$ cat src/rtl/sprite_pkg.sv
// Shared types and constants for the sprite pixel compositor: pose encoding,
// sprite-select codes and the fixed 12-bit RGB palettes.
package sprite_pkg;

  typedef enum logic [2:0] {
    POSE_IDLE   = 3'd0,
    POSE_SWING1 = 3'd1,
    POSE_SWING2 = 3'd2,
    POSE_SWING3 = 3'd3,
    POSE_SWING4 = 3'd4
  } pose_t;

  localparam logic [2:0] SEL_WALK_A = 3'd0;
  localparam logic [2:0] SEL_WALK_B = 3'd1;
  localparam logic [2:0] SEL_SWING1 = 3'd2;
  localparam logic [2:0] SEL_SWING2 = 3'd3;
  localparam logic [2:0] SEL_SWING3 = 3'd4;
  localparam logic [2:0] SEL_SWING4 = 3'd5;

  localparam logic [2:0] TRANSPARENT_IDX = 3'd0;

  localparam logic [11:0] SPR_PAL [0:7] = '{
    12'h000, 12'hFFF, 12'hF00, 12'h0F0, 12'h00F, 12'hFF0, 12'hF0F, 12'h0FF
  };

  localparam logic [11:0] BG_PAL [0:15] = '{
    12'h000, 12'h124, 12'h248, 12'h36C, 12'h480, 12'h5A4, 12'h6C8, 12'h7E1,
    12'h802, 12'h913, 12'hA24, 12'hB35, 12'hC46, 12'hD57, 12'hE68, 12'hF79
  };

  function automatic logic [2:0] pose_sel(input pose_t pose, input logic walk);
    case (pose)
      POSE_SWING1: return SEL_SWING1;
      POSE_SWING2: return SEL_SWING2;
      POSE_SWING3: return SEL_SWING3;
      POSE_SWING4: return SEL_SWING4;
      default:     return walk ? SEL_WALK_B : SEL_WALK_A;
    endcase
  endfunction

endpackage

$ cat src/rtl/sprite_pixel_compositor_pose_fsm.sv
// Player pose sequencer: swing FSM, pending-attack flag and frame counter.
// Walk-frame toggling is built only when SPRITE_WALK_ANIM_EN is defined.
module pose_fsm
  import sprite_pkg::*;
#(
  parameter int ANIM_DIV = 8
) (
  input  logic       clock,
  input  logic       reset_n,
  input  logic       frame_start,
  input  logic       moving,
  input  logic       attack,
  output logic [2:0] spr_sel,
  output logic       busy
);

  localparam logic [7:0] ANIM_LAST = 8'(ANIM_DIV - 1);

  pose_t      r_state,     w_state_nxt;
  logic       r_pending,   w_pending_nxt;
  logic [7:0] r_frame_cnt, w_frame_cnt_nxt;
  logic       r_walk,      w_walk_nxt;
  logic       w_cnt_last;

  assign w_cnt_last = (r_frame_cnt == ANIM_LAST);

  // NOTE: sequential state uses non-blocking (<=) so every register samples pre-edge values.
  always_ff @(posedge clock or negedge reset_n) begin
    if (!reset_n) begin
      r_state     <= POSE_IDLE;
      r_pending   <= 1'b0;
      r_frame_cnt <= 8'd0;
      r_walk      <= 1'b0;
    end else begin
      r_state     <= w_state_nxt;
      r_pending   <= w_pending_nxt;
      r_frame_cnt <= w_frame_cnt_nxt;
      r_walk      <= w_walk_nxt;
    end
  end

  // NOTE: every always_comb output gets a default first so no path infers a latch.
  always_comb begin
    w_state_nxt     = r_state;
    w_pending_nxt   = r_pending;
    w_frame_cnt_nxt = r_frame_cnt;
    w_walk_nxt      = r_walk;
    case (r_state)
      POSE_IDLE: begin
        if (frame_start && (r_pending || attack)) begin
          w_state_nxt     = POSE_SWING1;
          w_frame_cnt_nxt = 8'd0;
          w_pending_nxt   = 1'b0;
        end else begin
          if (attack) w_pending_nxt = 1'b1;
`ifdef SPRITE_WALK_ANIM_EN
          if (frame_start && moving) begin
            if (w_cnt_last) begin
              w_frame_cnt_nxt = 8'd0;
              w_walk_nxt      = ~r_walk;
            end else begin
              w_frame_cnt_nxt = r_frame_cnt + 8'd1;
            end
          end
`endif
        end
      end
      default: begin
        if (frame_start) begin
          if (w_cnt_last) begin
            w_frame_cnt_nxt = 8'd0;
            case (r_state)
              POSE_SWING1: w_state_nxt = POSE_SWING2;
              POSE_SWING2: w_state_nxt = POSE_SWING3;
              POSE_SWING3: w_state_nxt = POSE_SWING4;
              default:     w_state_nxt = POSE_IDLE;
            endcase
          end else begin
            w_frame_cnt_nxt = r_frame_cnt + 8'd1;
          end
        end
      end
    endcase
  end

`ifndef SPRITE_WALK_ANIM_EN
  logic w_unused_moving;
  assign w_unused_moving = moving;
`endif

  // Decoded purely from registers, so the select only moves on a frame_start edge.
  assign spr_sel = pose_sel(r_state, r_walk);
  assign busy    = (r_state != POSE_IDLE);

endmodule

$ cat src/rtl/sprite_pixel_compositor.sv
// Three-stage pixel pipe: ROM addressing, ROM data alignment, transparency and
// palette lookup. Walk animation in pose_fsm is gated by SPRITE_WALK_ANIM_EN.
module sprite_pixel_compositor
  import sprite_pkg::*;
#(
  parameter int SPR_W    = 32,
  parameter int SPR_H    = 32,
  parameter int BG_W     = 500,
  parameter int BG_H     = 500,
  parameter int ANIM_DIV = 8
) (
  input  logic        clock,
  input  logic        reset_n,
  input  logic [9:0]  draw_x,
  input  logic [9:0]  draw_y,
  input  logic        de,
  input  logic        frame_start,
  input  logic [9:0]  sprite_x,
  input  logic [9:0]  sprite_y,
  input  logic        moving,
  input  logic        attack,
  output logic [17:0] bg_addr,
  input  logic [3:0]  bg_q,
  output logic [9:0]  spr_addr,
  input  logic [2:0]  spr_q,
  output logic [2:0]  spr_sel,
  output logic        busy,
  output logic [3:0]  red,
  output logic [3:0]  green,
  output logic [3:0]  blue
);

  localparam logic [9:0]  SPR_W_U = 10'(SPR_W);
  localparam logic [9:0]  SPR_H_U = 10'(SPR_H);
  localparam logic [9:0]  BG_W_U  = 10'(BG_W);
  localparam logic [9:0]  BG_H_U  = 10'(BG_H);
  localparam logic [17:0] BG_W_18 = 18'(BG_W);

  logic signed [10:0] w_dx, w_dy;
  logic               w_spr_in, w_bg_in;
  logic [9:0]         w_spr_addr;
  logic [17:0]        w_bg_addr;
  logic [11:0]        w_rgb_nxt;

  logic [9:0]  r_spr_addr;
  logic [17:0] r_bg_addr;
  logic        r_de1, r_spr_in1, r_bg_in1;
  logic        r_de2, r_spr_in2, r_bg_in2;
  logic [11:0] r_rgb;

  // Zero-extend before subtracting so a sprite near the right edge never aliases onto column 0.
  assign w_dx = $signed({1'b0, draw_x}) - $signed({1'b0, sprite_x});
  assign w_dy = $signed({1'b0, draw_y}) - $signed({1'b0, sprite_y});

  assign w_spr_in   = !w_dx[10] && (w_dx[9:0] < SPR_W_U) &&
                      !w_dy[10] && (w_dy[9:0] < SPR_H_U);
  assign w_spr_addr = w_spr_in ? (w_dy[9:0] * SPR_W_U + w_dx[9:0]) : 10'd0;

  assign w_bg_in   = (draw_x < BG_W_U) && (draw_y < BG_H_U);
  assign w_bg_addr = w_bg_in ? (18'(draw_y) * BG_W_18 + 18'(draw_x)) : 18'd0;

  always_ff @(posedge clock or negedge reset_n) begin
    if (!reset_n) begin
      r_spr_addr <= 10'd0;
      r_bg_addr  <= 18'd0;
      r_de1      <= 1'b0;
      r_spr_in1  <= 1'b0;
      r_bg_in1   <= 1'b0;
      r_de2      <= 1'b0;
      r_spr_in2  <= 1'b0;
      r_bg_in2   <= 1'b0;
      r_rgb      <= 12'h000;
    end else begin
      r_spr_addr <= w_spr_addr;
      r_bg_addr  <= w_bg_addr;
      r_de1      <= de;
      r_spr_in1  <= w_spr_in;
      r_bg_in1   <= w_bg_in;
      // Qualifiers ride one stage behind the addresses to meet the ROM data.
      r_de2      <= r_de1;
      r_spr_in2  <= r_spr_in1;
      r_bg_in2   <= r_bg_in1;
      r_rgb      <= w_rgb_nxt;
    end
  end

  always_comb begin
    w_rgb_nxt = 12'h000;
    if (!r_de2) begin
      w_rgb_nxt = 12'h000;
    end else if (r_spr_in2 && (spr_q != TRANSPARENT_IDX)) begin
      w_rgb_nxt = SPR_PAL[spr_q];
    end else if (r_bg_in2) begin
      w_rgb_nxt = BG_PAL[bg_q];
    end
  end

  pose_fsm #(
    .ANIM_DIV (ANIM_DIV)
  ) u_pose_fsm (
    .clock       (clock),
    .reset_n     (reset_n),
    .frame_start (frame_start),
    .moving      (moving),
    .attack      (attack),
    .spr_sel     (spr_sel),
    .busy        (busy)
  );

  assign spr_addr = r_spr_addr;
  assign bg_addr  = r_bg_addr;
  assign red      = r_rgb[11:8];
  assign green    = r_rgb[7:4];
  assign blue     = r_rgb[3:0];

endmodule

$ cat config.mk
export PLATFORM = sky130hd
export DESIGN_NAME = sprite_pixel_compositor
export DESIGN_NICKNAME = d
export VERILOG_FILES = /design/src/rtl/sprite_pkg.sv /design/src/rtl/sprite_pixel_compositor_pose_fsm.sv /design/src/rtl/sprite_pixel_compositor.sv
export SDC_FILE = /design/constraint.sdc
export NUM_CORES = 1
export LEC_CHECK = 0
export CAP_MARGIN = 20
export CORE_ASPECT_RATIO = 1.4
export CORE_MARGIN = 5
export CORE_UTILIZATION = 35
export DETAILED_ROUTE_END_ITERATION = 10
export SLEW_MARGIN = 5
export SYNTH_ARGS = -nofsm -noshare
export SYNTH_HDL_FRONTEND = slang
export SYNTH_HIERARCHICAL = 1
export SYNTH_SLANG_ARGS = --single-unit
$ cat constraint.sdc
create_clock -name clock -period 4 [get_ports clock]
set_clock_uncertainty 0.2 [all_clocks]
set_input_delay 0.6 -clock clock [delete_from_list [all_inputs] [get_ports clock]]
set_output_delay 0.6 -clock clock [all_outputs]
set_load 0.005 [all_outputs]
==> flow_summary.json, run 1 <==
{
  "status": "finished, violations left",
  "violations": "setup timing",
  "htreeDepth": 3,
  "dpl.hpwl_mm": 12.1,
  "die_y_um": 161,
  "dp_slack_ns": -1.67,
  "timing.final.ws_setup_ns": -0.844,
  "firstDrtPassIters": 5,
  "critPathKind": "primary input to flop",
  "num_rows": 55,
  "cts_sinks": 58,
  "drv_cap": 0,
  "syn_area_mm2": 0.00573,
  "clock-root-buffer": "clkbuf_16",
  "cp_max_fo": 5,
  "crit_start": "draw_y[2]",
  "cts_tree": "done",
  "fin_crit_sh": 1.21,
  "grt_first_pass_wirelength_mm": 24.1,
  "fp.dieW_um": 118,
  "final_hold_viol_count": 0,
  "power.switching_mw": 2.09,
  "finalCriticalPeriod_ns": 4.84,
  "finalWeightedCongestion": 0.818,
  "drc": 0,
  "start_util": 0.356,
  "drt_iter0_markers": 166,
  "synth_nets": 778,
  "clk_latency_ns": 0.32,
  "ys.flop_type": "dfrtp_1",
  "slew_violations": 0,
  "via_count": 5071,
  "power.clock.fraction": 0.153,
  "path_clk_slew_ns": 0.05,
  "setup_viol": 10,
  "first_global_vias": 5259,
  "yosys.area.top_type_share": 0.253,
  "fillers": 1503,
  "syn_avg_cell_area_um2": 9.32,
  "track_usage": 0.151,
  "syn_inst": 615,
  "io_pins": 97,
  "leakagePower_nw": 3.91,
  "p_per_area_mw_per_mm2": 645,
  "startpoint_type": "primary input",
  "core_mm2": 0.0161,
  "holdCritStartpoint": "r_spr_in1",
  "routed_wirelength_mm": 14.6,
  "cp.required_ns": 4.04,
  "min_path_type": "flop to flop",
  "grt_setup_unrepaired": "true",
  "swShare": 0.394,
  "fp.dieArea_mm2": 0.0191,
  "synth_most_common_cell": "inv_1",
  "ys_warn_count": 6,
  "ys_types": 73,
  "cp-end-kind": "flop",
  "viasPerCell": 5.02,
  "combPwrFrac": 0.706,
  "cp.arrival_ns": 4.89,
  "synth_top_cell_by_area": "dfrtp_1",
  "ys_ff_latch": 58,
  "p_seq_frac": 0.142,
  "post_drt_wl_per_cell_um": 14.5,
  "layout-drive-gt1-share": 0.236,
  "gr-total-overflow": 0,
  "cts_made_buffers": 9,
  "syn2layout_area_growth_pct": 43.4,
  "grt_max_degree": 49,
  "synth_commonest_cells": "inv_1 (89), ha_1 (76), dfrtp_1 (58)",
  "fmax_mhz": 206,
  "synth_top_cells_by_area": "dfrtp_1 (25%), ha_1 (17%), fa_1 (12%), inv_1 (5.8%), a21oi_1 (4.3%)",
  "clock_path_buffers": 2,
  "ys_seq_area_frac": 0.253,
  "ys_async_sr_fraction": 1.00,
  "ir_drop_uv": 480,
  "antenna_found_initial": 0,
  "r2r-start": "u_pose_fsm/r_frame_cnt[4]",
  "tightest_slew_ns": 0.722,
  "hold_ws_ns": 0.144,
  "timing.slew.headroom": 0.515,
  "power_mw": 5.30,
  "ant_nets": 0,
  "fin_nets": 970,
  "synth_edf_count": 0,
  "intPower_mw": 3.21,
  "diodes": 0,
  "io_buffers": 95
}
## state kept, by name (all words and copies together) (netlist names)
name	count
spr_addr	10
r_de1	1
r_bg_in2	1
u_pose_fsm/r_frame_cnt	8
u_pose_fsm/r_pending	1
r_bg_in1	1
u_pose_fsm/r_state	3
r_spr_in2	1
r_de2	1
r_rgb	12
bg_addr	18
r_spr_in1	1
## path summary, 6_finish.rpt
check                      slack [ns]                   endpoint  depth (start not counted)
max                             -0.84                bg_addr[16]                         20
min in group asynchronous        0.51                   r_bg_in2                          2
max in group asynchronous        2.60  u_pose_fsm/r_frame_cnt[4]                          3
min                              0.14                  r_spr_in2                          0
max reg2reg                      1.89      u_pose_fsm/r_state[0]                          4
min reg2reg                      0.14                  r_spr_in2                          0
## power by group through the flow
stage | sequential (mW) | combinational [mW] | clock (mW)
2_1_floorplan | 0.723 | 2.02 | 0
3_3_place_gp | 0.758 | 3.11 | 0
3_5_place_dp | 0.759 | 3.18 | 0
4_1_cts | 0.751 | 3.51 | 0.830
5_1_grt | 0.764 | 4.12 | 0.859
6_report | 0.751 | 3.74 | 0.809
## layout by cell type (no fill, tap or decap), types with 4 or more instances in the layout
cell type	count
a21o_1	19
nand4_1	7
o21ai_1	8
dfrtp_1	58
buf_6	7
ha_1	64
nand3b_1	4
xnor2_1	16
nand2b_1	10
ha_4	10
buf_4	94
xnor2_2	4
clkdlybuf4s50_1	85
mux2i_1	7
a31oi_1	12
fa_1	34
o21ai_0	18
a21oi_2	4
xor2_1	11
nor3b_2	4
o21bai_1	4
nand2_1	24
nor2b_1	9
nand3_1	19
and3_1	4
inv_2	7
a21oi_1	46
nor3_2	4
nor2_1	36
clkbuf_16	9
inv_1	81
## logic make-up after synthesis
kind of cell | after synthesis | synth area share
mux | 10 | 0.0181
compound gates | 144 | 0.167
simple gates | 157 | 0.153
flops | 58 | 0.253
xor+xnor | 32 | 0.0502
fa+ha+maj | 110 | 0.285
buf+inv | 104 | 0.0731
## area by class of cell
class / instances / area, µm² / share of cell area
clock buffer: 11 / 243 / 0.0295
tap: 199 / 249 / 0.0303
sequential: 58 / 1450 / 0.177
clock inverter: 5 / 77.6 / 0.00944
timing repair buffer: 196 / 1740 / 0.211
inverter: 89 / 338 / 0.0411
multi-input combinational: 453 / 4130 / 0.502
## critical path, cell delays in order
cell	delay [ns]
buf_8	0.10
fa_1	0.51
fa_1	0.50
inv_1	0.05
fa_1	0.45
fa_1	0.50
inv_2	0.04
ha_4	0.21
buf_4	0.13
buf_6	0.12
xnor2_4	0.15
ha_4	0.23
a21o_1	0.19
a221oi_1	0.37
o21ai_2	0.12
nand3_2	0.13
buf_4	0.12
nor2_1	0.04
a21o_1	0.16
a21oi_1	0.14
## metal layers
layer | vias up | track usage | wire (µm)
li1 | 2504 | - | -
met1 | 2443 | 0.178 | 5850
met2 | 105 | 0.277 | 7990
met3 | 19 | 0.0280 | 559
met4 | 0 | 0.0423 | 238
met5 | - | 0 | 0
## timing repair
item	4_1_cts	5_1_grt
buffers inserted	4	9
endpoints found under the hold margin	0	12
pin swaps	15	30
hold buffers	0	1
setup endpoints to repair	11	9
gates resized for setup	47	33
## metrics by stage
stage               area, µm²  setup TNS (ns)  std cells  utilization
finish                   8220           -5.92       1011        0.510
floorplan                5790           -6.05        615            -
global placement         7550          -13.47        981        0.469
detailed placement       7550          -14.50        981        0.469
CTS                      7990           -5.56       1001        0.496
global route             8220           -7.10       1011        0.510
Power figures use the tool's default switching activity.
==> inputs of run 2 (changes only) <==
- SKIP_LAST_GASP: default -> 1
==> run 2 against run 1 <==
  * The run still ends with setup timing left
  * Die area unchanged
  * Count of clock-buffer cells in the layout unchanged
  * Combinational power down 4%
  * Clock power about the same
  * Worst hold slack about the same
  * Final area down 1.6%
  * Register-to-register slack about the same
  * Wire length down 1.2%
  * Critical path depth down 2
  * Worst setup slack better by 0.018 ns
  * Non-clock buffer count down 4
  * Critical path type unchanged
  * Largest power group unchanged
==> flow_summary.json, run 2 (same netlist as run 1, synthesis figures left out) <==
{
  "r2r-end": "u_pose_fsm/r_state[0]",
  "io_pins": 97,
  "r2r-start": "u_pose_fsm/r_frame_cnt[4]",
  "tightest_slew_ns": 0.722,
  "p_seq_frac": 0.146,
  "clock-root-buffer": "clkbuf_16",
  "min_path_type": "flop to flop",
  "crit_start": "draw_y[2]",
  "ant_nets": 0,
  "multiInputGateArea_mm2": 0.00403,
  "seq_area_mm2": 0.00145,
  "post_drt_wl_per_cell_um": 14.4,
  "dp.cells": 981,
  "fillers": 1521,
  "track_usage": 0.151,
  "cts_tree": "done",
  "combPwrFrac": 0.697,
  "timing.final.ws_setup_ns": -0.826,
  "crit_end": "bg_addr[12]",
  "fin_crit_sh": 1.21,
  "clk_latency_ns": 0.32,
  "viasPerCell": 4.98,
  "largest_reg_flops": 18,
  "fp.dieW_um": 118,
  "final_cell_mix": "buf_4 (92), clkdlybuf4s50_1 (85), inv_1 (84), ha_1 (69), dfrtp_1 (58)",
  "cp.arrival_ns": 4.84,
  "setup_viol": 9,
  "cp-end-kind": "flop",
  "placed_cell_area_mm2": 0.00755,
  "final_common_cell": "buf_4",
  "drv_cap": 0,
  "path_clk_slew_ns": 0.05,
  "reg2reg_slack_ns": 1.89,
  "cp_max_fo": 5,
  "num_rows": 55,
  "cts_sinks": 58,
  "drc": 0,
  "htreeDepth": 3,
  "die_y_um": 161,
  "layout-drive-gt1-share": 0.219,
  "diodes": 0,
  "startpoint_type": "primary input",
  "routed_wirelength_mm": 14.5,
  "drt_iter0_markers": 179,
  "io_buffers": 95,
  "finalWeightedCongestion": 0.818,
  "fin_cells": 1007,
  "first_global_vias": 5255,
  "grt_first_pass_wirelength_mm": 24.1,
  "ir_drop_uv": 480,
  "cp.required_ns": 4.01,
  "design_area_mm2": 0.00809,
  "fp.dieArea_mm2": 0.0191,
  "power.switching_mw": 2.04,
  "core_mm2": 0.0161,
  "leakagePower_nw": 3.87,
  "grt_max_degree": 49,
  "status": "finished, violations left",
  "via_count": 5016,
  "violations": "setup timing",
  "power.clock.fraction": 0.157,
  "cts_made_buffers": 9,
  "gr-total-overflow": 0,
  "fmax_mhz": 207,
  "intPower_mw": 3.10,
  "fin_nets": 966,
  "timing.slew.headroom": 0.515,
  "firstDrtPassIters": 4,
  "dpl.hpwl_mm": 12.1,
  "final_hold_viol_count": 0,
  "critPathKind": "primary input to flop",
  "reg2reg_depth": 4,
  "grt_setup_unrepaired": "true",
  "antenna_found_initial": 0,
  "swShare": 0.396,
  "syn2layout_area_growth_pct": 41.1,
  "finalCriticalPeriod_ns": 4.83,
  "p_per_area_mw_per_mm2": 635,
  "clock_path_buffers": 2,
  "slew_violations": 0,
  "start_util": 0.356
}
## run 2: layer usage
metal,vias to the layer above,routed length (µm),GRT usage
li1,2497,-,-
met1,2403,5920,0.178
met2,101,7810,0.277
met3,15,521,0.0280
met4,0,208,0.0423
met5,-,0,0
## run 2: how the worst min path moves through the flow
stage / from / endpoint / slack [ns] / depth (start not counted)
after floorplan: reset_n / bg_addr[0] / 0.10 / 0
after global placement: r_bg_in1 / r_bg_in2 / 0.13 / 0
after detailed placement: r_bg_in1 / r_bg_in2 / 0.14 / 0
after CTS: r_spr_in1 / r_spr_in2 / 0.15 / 0
after global routing: r_bg_in1 / r_bg_in2 / 0.15 / 0
final: r_spr_in1 / r_spr_in2 / 0.14 / 0
## run 2: timing repair
item | in CTS | in global routing
gates cloned | 0 | 0
endpoints found under the setup margin | 11 | 9
hold endpoints to repair | 0 | 12
pin swaps | 15 | 22
resized for setup | 46 | 20
setup buffers | 4 | 5
hold buffers | 0 | 1
## run 2: final cells by class
cell class / instances / share of cell area
Clock buffer: 11 / 0.0300
Clock inverter: 5 / 0.00959
Inverter: 89 / 0.0418
Multi-Input combinational cell: 453 / 0.498
Sequential cell: 58 / 0.179
Tap cell: 199 / 0.0308
Timing Repair Buffer: 192 / 0.210
## run 2: worst max-delay path: stages
cell and delay [ns]:
buf_8 0.10, fa_1 0.51, fa_1 0.50, inv_1 0.05, fa_1 0.45, fa_1 0.50
inv_2 0.04, ha_4 0.27, o21a_1 0.14, nor2_2 0.05, xnor2_1 0.12, ha_1 0.29
and3_4 0.19, nand2_2 0.05, o21ai_2 0.15, nand3_2 0.14, or3_4 0.43, a31o_4 0.24
## run 2: stage by stage
stage	total power [mW]	setup TNS [ns]	hold WS, ns	setup slack [ns]	util
after floorplan	2.74	-6.05	0.104	-0.930	-
after global placement	3.86	-13.47	0.133	-1.53	0.469
after detailed placement	3.94	-14.50	0.137	-1.67	0.469
after CTS	5.08	-5.57	0.147	-0.793	0.496
after global routing	5.58	-6.95	0.155	-0.968	0.502
final	5.14	-5.44	0.144	-0.826	0.502
## run 2: power groups by stage
stage | Clock [mW] | Sequential [mW] | Combinational [mW]
after global placement | 0 | 0.758 | 3.11
after floorplan | 0 | 0.723 | 2.02
after global routing | 0.859 | 0.764 | 3.95
final | 0.809 | 0.750 | 3.58
after CTS | 0.830 | 0.751 | 3.50
after detailed placement | 0 | 0.759 | 3.18
==> inputs of run 3 (changes only) <==
- SKIP_LAST_GASP: 1 -> default
==> results of run 3 <==
No change in the layout: final DEF, timing and power equal those of run 1.
